File: src/rtl/jtopl_pkg.sv
// Shared constants for the OPL2 core: LFO prescaler widths and AM triangle period.
package jtopl_pkg;

    // AM triangle period in positions (must be even and no larger than 128).
    localparam int JTOPL_AM_STEPS    = 104;
    // AM position advances every 2^JTOPL_AM_PRESC_W frames.
    localparam int JTOPL_AM_PRESC_W  = 7;
    // Vibrato phase advances every 2^JTOPL_VIB_PRESC_W frames.
    localparam int JTOPL_VIB_PRESC_W = 10;
    // Number of positions on the rising half of the AM triangle.
    localparam int JTOPL_AM_HALF     = JTOPL_AM_STEPS / 2;

endpackage

File: src/rtl/jtopl_lfo.sv
// OPL2 low-frequency oscillator: tremolo (AM) triangle level and vibrato phase,
// both advanced once per sample frame on the cenop-qualified zero strobe.
module jtopl_lfo
    import jtopl_pkg::*;
#(
    parameter int AM_PRESC_W  = JTOPL_AM_PRESC_W,
    parameter int VIB_PRESC_W = JTOPL_VIB_PRESC_W,
    parameter int AM_STEPS    = JTOPL_AM_STEPS
) (
    input  logic       clk,
    input  logic       rst_n,
    input  logic       cenop,
    input  logic       zero,
    input  logic       lfo_rst,
    output logic [3:0] lfo_mod,
    output logic [2:0] vib_pos,
    output logic       am_top
);

    localparam int AM_HALF = AM_STEPS / 2;

    logic [VIB_PRESC_W-1:0] frame_cnt_q, frame_cnt_d;
    logic [6:0]             am_pos_q,    am_pos_d;
    logic [2:0]             vib_pos_q,   vib_pos_d;
    logic [3:0]             lfo_mod_q,   lfo_mod_d;
    logic                   am_top_q,    am_top_d;

    logic       advance;
    logic       am_tick;
    logic       vib_tick;
    logic [6:0] am_tri;

    // Next-state: test reset beats the frame strobe; otherwise step the
    // prescaler and the two LFO positions, then fold the AM position.
    always_comb begin
        // NOTE: every signal gets a default first so no path leaves it unassigned (no latch).
        frame_cnt_d = frame_cnt_q;
        am_pos_d    = am_pos_q;
        vib_pos_d   = vib_pos_q;

        advance  = cenop && zero && !lfo_rst;
        am_tick  = &frame_cnt_q[AM_PRESC_W-1:0];
        vib_tick = &frame_cnt_q;

        if (cenop && lfo_rst) begin
            frame_cnt_d = '0;
            am_pos_d    = '0;
            vib_pos_d   = '0;
        end else if (advance) begin
            frame_cnt_d = frame_cnt_q + VIB_PRESC_W'(1);
            if (am_tick) begin
                am_pos_d = (am_pos_q == 7'(AM_STEPS - 1)) ? 7'd0 : am_pos_q + 7'd1;
            end
            if (vib_tick) begin
                vib_pos_d = vib_pos_q + 3'd1;
            end
        end

        // Outputs follow the next position so they switch on the same edge.
        am_tri    = (am_pos_d < 7'(AM_HALF)) ? am_pos_d : 7'(AM_STEPS - 1) - am_pos_d;
        lfo_mod_d = 4'(am_tri >> 2);
        am_top_d  = (am_pos_d >= 7'(AM_HALF));
    end

    // State and output registers, cleared asynchronously.
    always_ff @(posedge clk or negedge rst_n) begin
        if (!rst_n) begin
            frame_cnt_q <= '0;
            am_pos_q    <= '0;
            vib_pos_q   <= '0;
            lfo_mod_q   <= '0;
            am_top_q    <= 1'b0;
        end else begin
            // NOTE: non-blocking assignments so every register samples pre-edge values.
            frame_cnt_q <= frame_cnt_d;
            am_pos_q    <= am_pos_d;
            vib_pos_q   <= vib_pos_d;
            lfo_mod_q   <= lfo_mod_d;
            am_top_q    <= am_top_d;
        end
    end

    assign lfo_mod = lfo_mod_q;
    assign vib_pos = vib_pos_q;
    assign am_top  = am_top_q;

endmodule
File: config.mk
export PLATFORM = sky130hd
export DESIGN_NAME = jtopl_lfo
export DESIGN_NICKNAME = d
export VERILOG_FILES = /design/src/rtl/jtopl_pkg.sv /design/src/rtl/jtopl_lfo.sv
export SDC_FILE = /design/constraint.sdc
export NUM_CORES = 1
export LEC_CHECK = 0
export BUFFER_PORTS_ARGS = -buffer_cell sky130_fd_sc_hd__buf_4
export CAP_MARGIN = 5
export CORE_UTILIZATION = 52
export DETAILED_ROUTE_END_ITERATION = 10
export PLACE_DENSITY_LB_ADDON = 0.05
export REMOVE_ABC_BUFFERS = 1
export SLEW_MARGIN = 20
export SYNTH_ARGS = -nofsm -noshare
export SYNTH_HDL_FRONTEND = slang
export SYNTH_SLANG_ARGS = --single-unit
File: constraint.sdc
create_clock -name clk -period 2.1 [get_ports clk]
set_clock_uncertainty 0.1 [all_clocks]
set_input_delay 0.21 -clock clk [delete_from_list [all_inputs] [get_ports clk]]
set_output_delay 0.21 -clock clk [all_outputs]
set_load 0.01 [all_outputs]
After elaboration in Yosys (flattened, before gate mapping)
Index checks and enable logic that the tools add are counted.

Bits in registers: 25. Logic and storage cells: 31.

Add/sub/neg operators: 4. Order comparisons: 2. Equality and inequality tests: 1. Mux-type cells: 10. Reduce and logical (&&, ||, !) cells: 9.

Operator list (count): 7-bit two-way mux (4); 10-bit two-way mux (2); 10-bit by 1-bit adder with 10-bit output (second input constant) (1); 10-bit AND reduction (1); 3-bit two-way mux (3); 7-bit by 1-bit adder with 7-bit output (second input constant) (1); 7-bit == test (second input constant) (1); 7-bit by 6-bit >= comparator with 1-bit output (second input constant) (1); 7-bit by 6-bit less-than comparator with 1-bit output (second input constant) (1); 7-bit AND reduction (1); 6-bit two-way mux (1); 6-bit subtractor (first input constant) (1); 2-bit nonzero test (2); 3-bit by 1-bit adder with 3-bit output (second input constant) (1); 1-bit logical AND (3); 2-bit AND reduction (1); 1-bit zero test (1).

Longest topological paths before layout
Gate-level depths: netlist (run 1).

Word-level depth: 7. Gate-level depth with buffers: 12.

Least setup slack after synthesis (run 1)
Ideal clock, no wire load.

Path type: reg2reg. From: register frame_cnt_q[0]. To: register lfo_mod_q[2], in the netlist lfo_mod[2]. Library setup time: 124 ps. Arrival: 2079 ps. Data required time: 1876 ps. Slack: -203 ps. Cell stages (with the launch flop): 13. Buffers on the path: 1. Period minus slack after synthesis: 2303 ps. Cell sequence: dfrtp_1 -> ha_1 -> and4_1 -> buf_6 -> nand3_2 -> nor2_1 -> mux2i_1 -> a21o_1 -> inv_1 -> ha_1 -> nor2_1 -> o21ai_2 -> mux2i_1.

Cells in the longest elaborated chain, start to end: 6. Elaborated cells between the ends (all ways): 7. Classes of those cells: add/sub (1); order compare (1); mux (4); reduce/logical (1).

Ends and longest elaborated chain: start: declaration (line jtopl_lfo.sv:22) `logic [VIB_PRESC_W-1:0] frame_cnt_q, frame_cnt_d;`; start signal: assignment (line jtopl_lfo.sv:75) `frame_cnt_q <= frame_cnt_d;`; 7-bit AND reduction * (line jtopl_lfo.sv:42) `am_tick = &frame_cnt_q[AM_PRESC_W-1:0];`; 7-bit two-way mux * (line jtopl_lfo.sv:51) `if (am_tick) begin`; 7-bit two-way mux * (line jtopl_lfo.sv:49) `end else if (advance) begin`; 7-bit two-way mux * (line jtopl_lfo.sv:45) `if (cenop && lfo_rst) begin`; net am_pos_d[3] (line jtopl_lfo.sv:23) `logic [6:0] am_pos_q, am_pos_d;`; 6-bit subtractor / 7-bit by 6-bit less-than comparator with 1-bit output (equally long branches) (line jtopl_lfo.sv:60) `am_tri = (am_pos_d < 7'(AM_HALF)) ? am_pos_d : 7'(AM_STEPS - 1) - am_pos_d;`; 6-bit two-way mux * (line jtopl_lfo.sv:60); net am_tri[4] (line jtopl_lfo.sv:31) `logic [6:0] am_tri;`; end signal: assignment (line jtopl_lfo.sv:78) `lfo_mod_q <= lfo_mod_d;`; end: declaration (line jtopl_lfo.sv:25) `logic [3:0] lfo_mod_q, lfo_mod_d;`.

The timed path passes the listed nets; every way through them passes the cells marked *. A chain may end at the register's enable or synchronous reset.

Worst setup path after layout (run 1)
From: register frame_cnt_q[1]. To: register lfo_mod_q[2], in the netlist lfo_mod[2].

Cells in the longest elaborated chain, start to end: 6. Elaborated cells between the ends (all ways): 7. Classes of those cells: add/sub (1); order compare (1); mux (4); reduce/logical (1).

Ends and longest elaborated chain (line): 7-bit AND reduction * (jtopl_lfo.sv:42); 7-bit two-way mux * (jtopl_lfo.sv:51); 7-bit two-way mux * (jtopl_lfo.sv:49); 7-bit two-way mux * (jtopl_lfo.sv:45); 6-bit subtractor / 7-bit by 6-bit less-than comparator with 1-bit output (equally long branches) (jtopl_lfo.sv:60); 6-bit two-way mux * (jtopl_lfo.sv:60); net am_tri[4] (jtopl_lfo.sv:31).

Marked as above.

==> results.rst, run 1 <==
.. list-table::
   :header-rows: 1

   * - Metric
     - Value
   * - Initial core utilization
     - between 50% and 60%
   * - Maximum buffer depth of the clock tree
     - 2
   * - WL final
     - approximately 4.0 mm
   * - Gp weighted congestion
     - 0.886
   * - Relative slew margins
     - 77.1%
   * - Average wire per cell in the routed design
     - 16.8 µm
   * - Total chip power
     - about 900 µW
   * - Final Cycle Share
     - 115%
   * - Insertion delay to the later sink of the worst-skew pair
     - about 0.33 ns
   * - Global-route wire length before repair
     - slightly below 6 mm
   * - Residual overflow from global routing
     - 0
   * - Cell variety after synth
     - 42
   * - CTS Sinks
     - 24
   * - Fraction of layout instances using a drive strength above 1
     - ~45%
   * - Die Y
     - 53.9 µm
   * - Worst Max-Slew Pin Slew
     - 0.340 ns
   * - GRT Total Usage
     - a little under 30%
   * - Crit path max fanout
     - 4
   * - Sw Share
     - between 20 and 25%
   * - Upper clock frequency limit
     - ~410 MHz
   * - Category of the worst setup path capture point
     - flop
   * - Number of clock buffers inserted by TritonCTS
     - 3
   * - Floorplan die area
     - roughly 2900 µm²
   * - Remaining design rule violation count
     - 0
   * - Hold Path Class
     - input pin to flop
   * - TritonRoute pass-1 iters
     - 4
   * - Arrival time reported for the critical path endpoint
     - around 2.6 ns
   * - Area of the mapped netlist
     - about 1400 µm²
   * - Post-route setup slack
     - -0.318 ns
   * - I/O pin total
     - 13
   * - Number of buffers inserted by port buffering
     - 12
   * - Library cell with the highest instance count after synthesis
     - dfrtp_1
   * - Number of synthesized flops with an enable pin
     - 0
   * - Post-detailed-placement half-perimeter wirelength
     - roughly 2.5 mm
   * - Power per standard cell area
     - 446 nW/µm²
   * - Gate count of the mapped netlist
     - 149
   * - Area growth, synth to finish
     - 44.7%
   * - Post-layout min period
     - roughly 2.4 ns
   * - Fraction of the yosys area taken by sequential cells
     - between 40% and 50%
   * - Relative contribution of the clock network to total power
     - between 30% and 40%
   * - Outcome
     - finished with violations
   * - Antenna cells
     - 0
   * - Number of antenna violations at the first check in global routing
     - 0
   * - Die X-Extent
     - ~54 µm
   * - Net Sw Power
     - a little over 200 µW
   * - Warnings, synthesis
     - 0
   * - Final count of pins violating max slew
     - 0
   * - Seq cells post-synth
     - 24
   * - Failing checks
     - negative setup slack
   * - Reported leakage power
     - 0.960 nW
   * - Fraction of power consumed by sequential logic
     - a little over half
   * - Power share of the combinational group
     - a little under a tenth
   * - Cell type with the largest total area after synthesis
     - dfrtp_1
   * - Peak supply drop
     - approximately 0.53 mV
   * - Crit path required time
     - ~2.3 ns
   * - Setup crit start kind
     - flop
   * - Root buffer cell
     - clkbuf_4
   * - Top cells by instance count after synthesis
     - dfrtp_1 (24), nand2_1 (17), o21ai_0 (16)
   * - Setup slack of the worst register-to-register path
     - -0.32 ns
   * - Most common flop cell mapped by yosys
     - dfrtp_1
   * - Most area-consuming cells after synthesis
     - dfrtp_1 (43%), o21ai_0 (5.7%), ha_1 (5.4%), nand2_1 (4.6%), a21oi_1 (3.6%)
   * - Post-synthesis area per instance
     - 9.39 µm²
   * - Max_cap viols
     - 0
   * - Async set-or-reset flop fraction in the synthesized netlist
     - 100%
   * - Final setup violation count
     - 4
   * - Antenna viol nets, final
     - 0
   * - Maximum number of pins on one net before global-route repair
     - 25
   * - TritonCTS clock tree
     - done
   * - Initial drt markers
     - 50
   * - Via count of the first global-routing pass
     - between 1,000 and 1,500
   * - Worst setup path class
     - flop to flop
   * - Number of failing hold endpoints at the final stage
     - 0
   * - Unrepaired setup endpoints after global routing
     - yes
   * - Core Region
     - roughly 2500 µm²
   * - Clock Pin Slew Worst Setup and Hold Paths
     - ~0.14 ns
   * - Synth top area share
     - a little over two fifths
   * - Design internal power
     - 702 µW
   * - Depth of the CTS H-tree
     - 1
   * - Detailed-route via count
     - ~1,400
   * - Num rows
     - 18
   * - Area of all placed cells without fillers
     - between 2000 and 2500 µm²
   * - Placement Cell Area
     - between 1500 and 2000 µm²
   * - Avg Vias per Cell
     - 5.84
   * - Nets@finish
     - approximately 220
final timing paths:
| kind | start | to | cells past startpoint |
|---|---|---|---|
| max in group asynchronous | rst_n | frame_cnt_q[3]$_DFFE_PN0P_ | 2 |
| min | lfo_rst | vib_pos[0]$_DFFE_PN0P_ | 3 |
| max reg2reg | frame_cnt_q[1]$_DFFE_PN0P_ | lfo_mod[2]$_DFF_PN0_ | 11 |
| min reg2reg | frame_cnt_q[8]$_DFFE_PN0P_ | frame_cnt_q[8]$_DFFE_PN0P_ | 1 |
| min in group asynchronous | rst_n | frame_cnt_q[8]$_DFFE_PN0P_ | 2 |
| max | frame_cnt_q[1]$_DFFE_PN0P_ | lfo_mod[2]$_DFF_PN0_ | 11 |
placed cells by master, fill, tap and decap left out, types with 3 or more instances in the layout:
cell / instances
a21oi_1: 8
a22o_1: 3
a31oi_1: 4
and3_1: 3
buf_4: 57
buf_6: 3
clkbuf_4: 3
dfrtp_1: 24
ha_2: 3
inv_1: 3
inv_2: 3
nand2_1: 17
nand3_1: 5
nor2_1: 7
o21ai_0: 16
o21ai_1: 3
critical path: stages, from the launching register on:
cell	delay, ns
dfrtp_1	0.38
ha_2	0.18
and4_4	0.24
nand3_4	0.10
nor2_4	0.13
mux2i_2	0.25
a21o_1	0.17
ha_2	0.22
o211a_4	0.17
nor2_4	0.04
o21ai_2	0.14
mux2i_1	0.23
registers in the layout, summed over array words and instances, names as in the netlist:
signal / count
lfo_mod: 4
am_pos_q: 6
frame_cnt_q: 10
am_top: 1
vib_pos: 3
cell families after synthesis:
kind of cell	Yosys count	synth area share [%]
flops	24	42.9
buf+inv	13	4.83
simple gates	50	18.8
compound gates	49	23.4
xor+xnor	4	2.50
fa+ha+maj	6	5.37
mux	3	2.15
per-layer routing:
layer / wire length [µm] / GRT usage, % / vias to the layer above
met3: 295 / 5.08 / 13
met5: 0 / 0 / -
li1: - / - / 653
met4: 114 / 14.0 / 0
met2: 1930 / 48.8 / 61
met1: 1640 / 35.9 / 657
power by group through the flow:
stage	registers, mW	logic (mW)	clock network [mW]
2_1_floorplan	0.485	0.0234	0
3_3_place_gp	0.483	0.0740	0
3_5_place_dp	0.483	0.0763	0
4_1_cts	0.474	0.0831	0.346
5_1_grt	0.475	0.0939	0.364
6_report	0.474	0.0868	0.342
final cells by class:
cell class	instances	area (µm²)
clock buffers	3	22.5
clock inverters	1	30.0
fillers	152	475
inverters	6	22.5
multi-input cells	112	840
flip-flops and latches	24	601
well taps	30	37.5
repair buffers	61	472
metrics by stage:
stage	hold WS (ns)	utilization (%)	cells	setup slack (ns)	setup TNS (ns)
after floorplan	-0.186	-	142	-0.251	-0.778
after global placement	0.0197	69.8	219	-0.187	-0.552
after detailed placement	0.0247	69.8	219	-0.321	-0.990
after CTS	0.105	78.2	237	-0.177	-0.415
after global routing	0.103	81.0	237	-0.391	-1.28
final	0.106	81.0	237	-0.318	-0.963
repair_timing:
item,4_1_cts,5_1_grt
endpoints found under the setup margin,4,4
gates resized for setup,17,11
setup buffers,15,3
endpoints found under the hold margin,24,0
pin swaps,10,5
hold buffers,1,0
Note: power is estimated with default switching activity, not from simulation.
==> inputs of run 2 (changes only) <==
GPL_TIMING_DRIVEN = 0   (was not set)
==> run 2 against run 1 <==
- the run still ends with negative setup slack left
- sequential cell count is the same
- worst setup slack gained 0.023 ns
- clock-buffer cell count is the same
- final cell count shrank 15%
- critical path type unchanged
- largest cell class unchanged
- highest routed layer unchanged
==> results.rst, run 2 (synthesis results as in run 1) <==
.. list-table::
   :header-rows: 1

   * - Metric
     - Value
   * - WL final
     - roughly 3.1 mm
   * - Detailed-route via count
     - about 1,200
   * - Combined flip-flop and latch cell area
     - 601 µm²
   * - Worst Max-Slew Pin Slew
     - just under 0.7 ns
   * - Crit path max fanout
     - 4
   * - Hold path startpoint
     - lfo_rst
   * - Category of the worst setup path capture point
     - flop
   * - Launch instance of the worst register-to-register path
     - am_pos_q[0]$_DFF_PN0_
   * - Antenna viol nets, final
     - 0
   * - Crit-path slowest cell
     - dfrtp_1
   * - Initial core utilization
     - a little under three fifths
   * - List of cells traversed by the critical path
     - ha_2, and3_1, and3_2, nor2_1, mux2i_2, a21o_1, ha_2, o211a_1, nor2_2, buf_4, a31oi_2
   * - Post-detailed-placement half-perimeter wirelength
     - just over 2 mm
   * - Most Frequent Cell on Critical Path
     - ha_2
   * - Critical path startpoint
     - am_pos_q[0]$_DFF_PN0_
   * - Root buffer cell
     - clkbuf_4
   * - I/O pin total
     - 13
   * - Residual overflow from global routing
     - 0
   * - Number of placed cells counting well taps
     - ~180
   * - TritonCTS clock tree
     - done
   * - Clock Pin Slew Worst Setup and Hold Paths
     - 0.14 ns
   * - Placement Cell Area
     - between 1000 and 1500 µm²
   * - Final Cycle Share
     - 114%
   * - Final setup violation count
     - 4
   * - Insertion delay to the later sink of the worst-skew pair
     - about 0.32 ns
   * - Peak supply drop
     - about 0.4 mV
   * - Crit path required time
     - 2.19 ns
   * - Upper clock frequency limit
     - 418 MHz
   * - Avg Vias per Cell
     - 6.05
   * - Final count of pins violating max slew
     - 0
   * - Core Region
     - ~2500 µm²
   * - Worst hold path cell count
     - 2
   * - Post-layout min period
     - roughly 2.4 ns
   * - Setup crit start kind
     - flop
   * - Fraction of layout instances using a drive strength above 1
     - 30.4%
   * - Multi-input gate area
     - approximately 790 µm²
   * - Total chip power
     - 885 µW
   * - Area growth, synth to finish
     - 20.8%
   * - Crit-path leading delay family
     - simple AND/OR/NAND/NOR gates
   * - CTS Sinks
     - 24
   * - Number of buffers inserted by port buffering
     - 12
   * - Antenna cells
     - 0
   * - Number of filler cells placed in the layout
     - 199
   * - Max_cap viols
     - 0
   * - Number of antenna violations at the first check in global routing
     - 0
   * - Worst setup path class
     - flop to flop
   * - Die X-Extent
     - 53.9 µm
   * - Core Util, Final
     - roughly 68%
   * - Max stage delay on crit path
     - between 0.4 and 0.5 ns
   * - TritonRoute pass-1 iters
     - 4
   * - Final cell count without fillers
     - about 200
   * - Global-route wire length before repair
     - 4.79 mm
   * - GRT Total Usage
     - 23.3%
   * - Maximum buffer depth of the clock tree
     - 2
   * - Reported leakage power
     - 0.784 nW
   * - Remaining design rule violation count
     - 0
   * - CP bufs+invs
     - 1
   * - Number of failing hold endpoints at the final stage
     - 0
   * - Failing checks
     - negative setup slack
   * - Largest register FFs
     - 10
   * - Path length in cells of the critical path
     - 11
   * - Highest-count cells in the layout ignoring fill and taps
     - dfrtp_1 (24), buf_4 (24), nand2_1 (17), o21ai_0 (15), a21oi_1 (10)
   * - Outcome
     - finished with violations
   * - Die Y
     - 53.9 µm
   * - Maximum number of pins on one net before global-route repair
     - 25
   * - Via count of the first global-routing pass
     - 1,112
   * - Area of all placed cells without fillers
     - roughly 1700 µm²
   * - Arrival time reported for the critical path endpoint
     - between 2 and 2.5 ns
   * - Relative slew margins
     - between 50% and 60%
   * - Number of clock buffers inserted by TritonCTS
     - 3
   * - Hold Path Class
     - input pin to flop
   * - Initial drt markers
     - 35
   * - Average wire per cell in the routed design
     - 15.6 µm
   * - Register ranked first by flip-flop count
     - frame_cnt_q
   * - Unrepaired setup endpoints after global routing
     - yes
   * - Num rows
     - 18
   * - Floorplan die area
     - 2900 µm²
   * - Depth of the CTS H-tree
     - 1
   * - Gp weighted congestion
     - slightly below 0.9
   * - Nets@finish
     - around 180
   * - Post-route setup slack
     - -0.295 ns
   * - Logic depth of the worst register-to-register path
     - 11
   * - Power per standard cell area
     - about 520 nW/µm²
[run 2: cell count changes in the layout (fill, tap and decap cells not counted), sizes merged]
cell	before	now
buf	60	24
[run 2: path summary, 6_finish.rpt]
kind,endpoint,slack (ns)
max in group asynchronous,am_pos_q[6]$_DFF_PN0_,1.45
worst min-delay path,vib_pos[0]$_DFFE_PN0P_,0.03
worst max-delay path,am_top$_DFF_PN0_,-0.29
worst max register to register,am_top$_DFF_PN0_,-0.29
min in group asynchronous,frame_cnt_q[5]$_DFFE_PN0P_,0.20
worst min register to register,frame_cnt_q[8]$_DFFE_PN0P_,0.43
[run 2: final cells by class]
type / count / area share (%)
multi-input cells: 112 / 46.5
flip-flops and latches: 24 / 35.6
repair buffers: 25 / 11.3
well taps: 30 / 2.22
clock inverters: 1 / 1.78
clock buffers: 3 / 1.33
inverters: 6 / 1.33
[run 2: power by group]
group	switching, mW	internal, mW
clock	0.146	0.193
combinational	0.0391	0.0272
sequential	0.0102	0.470
[run 2: through the flow]
stage / TNS [ns] / hold WS (ns) / worst slack (ns)
floorplan: -0.778 / -0.186 / -0.251
global placement: -2.00 / 0.0202 / -0.551
detailed placement: -2.42 / 0.0268 / -0.656
CTS: -0.961 / 0.0234 / -0.312
global route: -1.30 / 0.0195 / -0.384
finish: -0.969 / 0.0319 / -0.295
[run 2: worst reg2reg max path, delay by kind of cell (launching register included)]
family / cells / cell delay [ns]
buffers and inverters: 1 / 0.14
muxes: 1 / 0.10
AOI/OAI and AO/OA: 3 / 0.41
adders and majority gates: 2 / 0.41
DFF: 1 / 0.41
and+or+nand+nor: 4 / 0.71
[run 2: repair_timing]
item | 4_1_cts | 5_1_grt
hold buffers | 1 | 0
resized for setup | 12 | 4
buffers inserted | 10 | 2
pin swaps | 5 | 3
setup endpoints to repair | 4 | 4
endpoints found under the hold margin | 24 | 0
[run 2: metal layers]
metal	GRT usage [%]	vias up	part of all wire [%]	routed length (µm)
met5	0	-	0	0
li1	-	582	-	-
met4	9.21	0	1.3	41
met2	38.3	28	48	1510
met3	2.82	5	3.1	96
met1	30.9	601	47	1470
